## src/rtl/add.sv

```systemverilog
// Registered WIDTH-bit adder/subtractor: ripple chain of full-adder cells feeding
// one output register stage with carry-out, signed overflow and a valid flag.
module add #(
    parameter int unsigned WIDTH = 1
) (
    input  logic             clk,
    input  logic             rst_n,
    input  logic [WIDTH-1:0] a,
    input  logic [WIDTH-1:0] b,
    input  logic             cin,
    input  logic             sub,
    input  logic             in_valid,
    output logic [WIDTH-1:0] s,
    output logic             cout,
    output logic             ovf,
    output logic             out_valid
);

    logic [WIDTH-1:0] w_bx;
    logic [WIDTH-1:0] w_sum;
    logic [WIDTH:0]   w_c;
    logic             w_ovf;

    logic [WIDTH-1:0] r_s;
    logic             r_cout;
    logic             r_ovf;
    logic             r_valid;

    // cin is passed through untouched; a true a-b needs sub=1 and cin=1 from the caller
    always_comb begin
        w_bx   = b ^ {WIDTH{sub}};
        w_sum  = '0;
        w_c    = '0;
        w_c[0] = cin;
        for (int unsigned i = 0; i < WIDTH; i++) begin
            w_sum[i]  = a[i] ^ w_bx[i] ^ w_c[i];
            w_c[i+1]  = (a[i] & w_bx[i]) | (w_c[i] & (a[i] ^ w_bx[i]));
        end
        w_ovf = w_c[WIDTH] ^ w_c[WIDTH-1];
    end

    always_ff @(posedge clk) begin
        if (!rst_n) begin
            r_s     <= '0;
            r_cout  <= 1'b0;
            r_ovf   <= 1'b0;
            r_valid <= 1'b0;
        end else begin
            r_valid <= in_valid;
            if (in_valid) begin
                r_s    <= w_sum;
                r_cout <= w_c[WIDTH];
                r_ovf  <= w_ovf;
            end
        end
    end

    assign s         = r_s;
    assign cout      = r_cout;
    assign ovf       = r_ovf;
    assign out_valid = r_valid;

endmodule

```

## config.mk

```make
export PLATFORM = sky130hd
export DESIGN_NAME = add
export DESIGN_NICKNAME = d
export VERILOG_FILES = /design/src/rtl/add.sv
export SDC_FILE = /design/constraint.sdc
export NUM_CORES = 1
export LEC_CHECK = 0
export ABC_AREA = 1
export ABC_CLOCK_PERIOD_IN_PS = 1200
export CAP_MARGIN = 0
export CORE_AREA = 2 2 39 41
export CTS_CLUSTER_SIZE = 10
export DETAILED_ROUTE_END_ITERATION = 12
export DIE_AREA = 0 0 41 43
export GPL_TIMING_DRIVEN = 0
export PLACE_DENSITY_LB_ADDON = 0.25
export SLEW_MARGIN = 20
export SYNTH_ARGS = -nofsm -noshare
export SYNTH_HDL_FRONTEND = slang
export SYNTH_SLANG_ARGS = --single-unit
export TNS_END_PERCENT = 5
```

## constraint.sdc

```tcl
create_clock -name clk -period 1.2 [get_ports clk]
set_input_delay 0.18 -clock clk [delete_from_list [all_inputs] [get_ports clk]]
set_output_delay 0.18 -clock clk [all_outputs]
set_load 0.02 [all_outputs]
```

## After elaboration in Yosys (flattened, before gate mapping)

Index checks and enable logic that the tools add are counted.

| operators by class | value |
|---|---|
| add/subtract/negate cells | 0 |
| multipliers | 0 |
| divide/modulo/power cells | 0 |
| order comparisons | 0 |
| eq/ne operators | 0 |
| shift-type cells | 0 |
| muxes and demuxes | 0 |
| bitwise operators | 7 |
| reductions and logical operators | 0 |

Operator list:

| cell | number |
|---|---|
| bitwise XOR 1 bit | 4 |
| bitwise AND 1 bit | 2 |
| bitwise OR 1 bit | 1 |

| word-level totals | value |
|---|---|
| flip-flop bits (word level) | 4 |
| bits in latches | 0 |
| bits in writable memories | 0 |
| memory bits (read-only) | 0 |
| input port bits | 7 |
| output and inout port bits | 4 |
| memories | 0 |

## Longest topological paths before layout

| logic depth | value |
|---|---|
| word-level depth | 5 |
| depth in mapped cells | 6 |
| mapped depth without buffers | 6 |

## Least setup slack after synthesis

No wires, ideal clock.

| timing path | value |
|---|---|
| kind | input to register |
| start point | input port b |
| end point | register r_ovf (netlist: ovf) |
| library setup time | 0.117 ns |
| data arrival time | 0.909 ns |
| setup slack | 0.174 ns |
| stages on the path | 6 |
| path buffers | 0 |
| path through | xnor2_1 > fa_1 > nand2_1 > nand2_1 > nor2_1 > nor2_1 |

| between the ends | value |
|---|---|
| word-level cells in the longest chain between the ends | 5 |
| elaborated cells on any way between the ends | 6 |

Ends and longest elaborated chain:

| item | RTL line | text |
|---|---|---|
| start: declaration | 9 | `input logic [WIDTH-1:0] b,` |
| bitwise XOR 1 bit * | 31 | `w_bx = b ^ {WIDTH{sub}};` |
| bitwise XOR 1 bit | 37 | `w_c[i+1] = (a[i] & w_bx[i]) \| (w_c[i] & (a[i] ^ w_bx[i]));` |
| bitwise AND 1 bit | 37 |  |
| bitwise OR 1 bit * | 37 |  |
| bitwise XOR 1 bit * | 39 | `w_ovf = w_c[WIDTH] ^ w_c[WIDTH-1];` |
| end signal: assignment | 53 | `r_ovf <= w_ovf;` |
| end: declaration | 26 | `logic r_ovf;` |

Mark *: on every way between the ends. The rest lies on a longest branch, timed or not.
A chain may end at the register's enable or synchronous reset.

## Final worst setup path

| timing path | value |
|---|---|
| start point | input port sub |
| end point | register r_s (netlist: s) |

| between the ends | value |
|---|---|
| word-level cells in the longest chain between the ends | 3 |

Ends and longest elaborated chain:

| item | RTL line | text |
|---|---|---|
| start: declaration | 11 | `input logic sub,` |
| bitwise XOR 1 bit | 31 |  |
| bitwise XOR 1 bit (2 in a row) | 36 | `w_sum[i] = a[i] ^ w_bx[i] ^ w_c[i];` |
| end signal: assignment | 51 | `r_s <= w_sum;` |
| end: declaration | 24 | `logic [WIDTH-1:0] r_s;` |

No other way between the ends.

==> metrics.yaml <==
layout:
  stdcell_count: 53
  nNetsFinal: 47
  nFillCells: 170
  n_antenna_cell: 0
  areaGrowthSynthToFinish_pct: 75.52
  drive_above_1_share_pct: 13.51
  final_area_um2: 314.1
  fin_util_pct: 22.69
pwr:
  power.leakage_nw: 0.1669
  ir_drop_v: 0.0004627
  power_density_mw_per_mm2: 1268
sta:
  fin_setup_tns_ns: 0
  skew_ns: 0
  hold_viol_final: 0
  slew_violations: 0
  post-route-period-util_pct: 90.40
  worst_slack_ns: 0.1152
  tightest_slew_ns: 0.2213
  fin_crit_ns: 1.085
  final-setup-viol-count: 0
  fmax_mhz: 921.8
  grt_setup_unrepaired: "no"
  slew_headroom_pct: 85.20
cts:
  cts.sinks: 4
  clock_latency_ns: 0.24
  ctsRootBufferMaster: "clkbuf_4"
  post_cts_buffers: 0
  clock_path_buffers: 2
  cts-hold-fix-buffers: 0
  numCtsBuffers: 3
  cts_tree: "yes"
  path_clk_slew_ns: 0.04
  htreeDepth: 1
worst_setup_path:
  cp-start-kind: "input port"
  path_buf_inv: 2
  critical_path_class: "input port to register"
  cp-startpoint: "sub"
  critical_path.reg2reg.startpoint: "ovf"
  critPathArrivalTime_ns: 1.21
  cp_max_fo: 1
  worstSetupPathDepth: 6
  cpLargestDelayFamily: "adder cells"
  critical_path.cell_chain: "dlygate4sd2_1, xnor2_1, fa_2, nand2_1, inv_1, nor2_1"
  critPathRequiredTime_ns: 1.33
  r2r_setup_slack_ns: 0.56
  crit_slowest_cell: "fa_2"
  reg2reg_depth: 2
  critPathMaxStageDelay_ns: 0.52
  endpoint_kind: "register"
placement:
  portBuffers: 10
  pre_cts_ws_ns: -0.3412
  dpl-instance-area_um2: 299.0
  dp_cells: 50
  dp_hpwl_um: 285.5
  place.gp.congestion: 0.6672
die:
  core_area_mm2: 0.001384
  core.rowCount: 14
  top_level_ports: 11
  start_util_pct: 12.93
  die_h_um: 43
  dieArea_mm2: 0.001763
  die-width_um: 41
detailed_routing:
  via_per_inst: 3.453
  drc: 0
  avgRoutedWirePerCell_um: 7.434
  ant_nets: 0
  drtPass1Iterations: 1
  via_count: 183
  drt_iter0_markers: 0
  wirelength_um: 394
synthesis:
  synth-seq-cells: 4
  yosys.area.top_type: "dfxtp_1"
  ys_top_cells_by_area: "dfxtp_1 45%, nand2_1 13%, nor2_1 13%"
  syn-mean-instance-area_um2: 7.455
  syn_area_um2: 178.9
  synth_top_area_share_pct: 44.76
  ys_seq_area_share_pct: 44.76
  synth_cell_type_count: 7
  syn_inst: 24
  yosys_warnings: 0
  synth_nets: 32
status:
  status: "finished clean"
min_path:
  holdPathStages: 4
  hp-class: "input port to register"
  hold_start: "cin"
global_route:
  grt_usage_pct: 6.526
  grt_pass1_wl_um: 648
  antenna_found_initial: 0
  grt_max_degree: 8
  grt_overflow: 0
  grt_pass1_vias: 172
run:
  maxCapViolCount: 0
## where the power goes
group	switching (mW)	internal [mW]	total [mW]
combinational	0.0415	0.0378	0.0793
sequential	0.00402	0.144	0.148
clock	0.0584	0.112	0.171
## cells in the mapped netlist
| cell | number |
|---|---|
| nand2_1 | 6 |
| nor2_1 | 6 |
| dfxtp_1 | 4 |
| inv_1 | 4 |
| o21ai_0 | 2 |
| fa_1 | 1 |
| xnor2_1 | 1 |
## state kept, by name, summed over array words and instances, names as in the netlist
register,cells
cout,1
out_valid,1
ovf,1
s,1
## timing repair
action	in CTS	in global routing
resized for setup	10	0
endpoints found under the setup margin	6	0
hold endpoints to repair	0	0
## worst paths after layout
kind | end
worst max-delay path | s
worst max register to register | ovf
worst min-delay path | ovf
worst min register to register | cout
## per-layer routing
metal | GRT usage, % | wire length, µm | vias up
met5 | 0 | 0 | -
li1 | - | - | 97
met2 | 7.813 | 162 | 8
met3 | 9.424 | 62 | 0
met1 | 5.145 | 170 | 78
met4 | 4.000 | 0 | 0
## area by class of cell
class / instances / area [µm²] / share of cell area [%]
timing repair buffer: 10 / 90.09 / 28.69
multi-input combinational: 16 / 86.33 / 27.49
sequential: 4 / 80.08 / 25.50
clock buffer: 3 / 22.52 / 7.171
tap: 16 / 20.02 / 6.375
inverter: 4 / 15.01 / 4.781
## per-stage QoR
stage                     total power, mW  hold WS (ns)
after floorplan                    0.1930        0.2735
after global placement             0.2413        0.4694
after detailed placement           0.2412        0.4697
after CTS                          0.4094        0.3994
after global routing               0.4403        0.4134
final                              0.3981        0.4045
## cells in the final DEF (no fill, tap or decap), drive strengths merged
master and instances:
clkdlybuf4s50 2, nor2 6, dfxtp 4, clkbuf 3, nand2 6, inv 4
o21ai 2, xnor2 1, dlygate4sd2 8, fa 1
## kinds of logic after synthesis
kind of cell / after synthesis / share of synthesized area (%)
AND/OR/NAND/NOR: 12 / 25.17
XOR/XNOR: 1 / 4.896
AO/OA/AOI/OAI: 2 / 5.595
buffers and inverters: 4 / 8.389
adder cells (fa/ha/maj): 1 / 11.19
flip-flops: 4 / 44.76
## worst reg2reg max path: cells and delay by family (launching register included)
family / cells / cell delay (ns)
AO/OA/AOI/OAI: 1 / 0.16
AND/OR/NAND/NOR: 1 / 0.07
flip-flops: 1 / 0.30
Note: power is estimated with default switching activity, not from simulation.
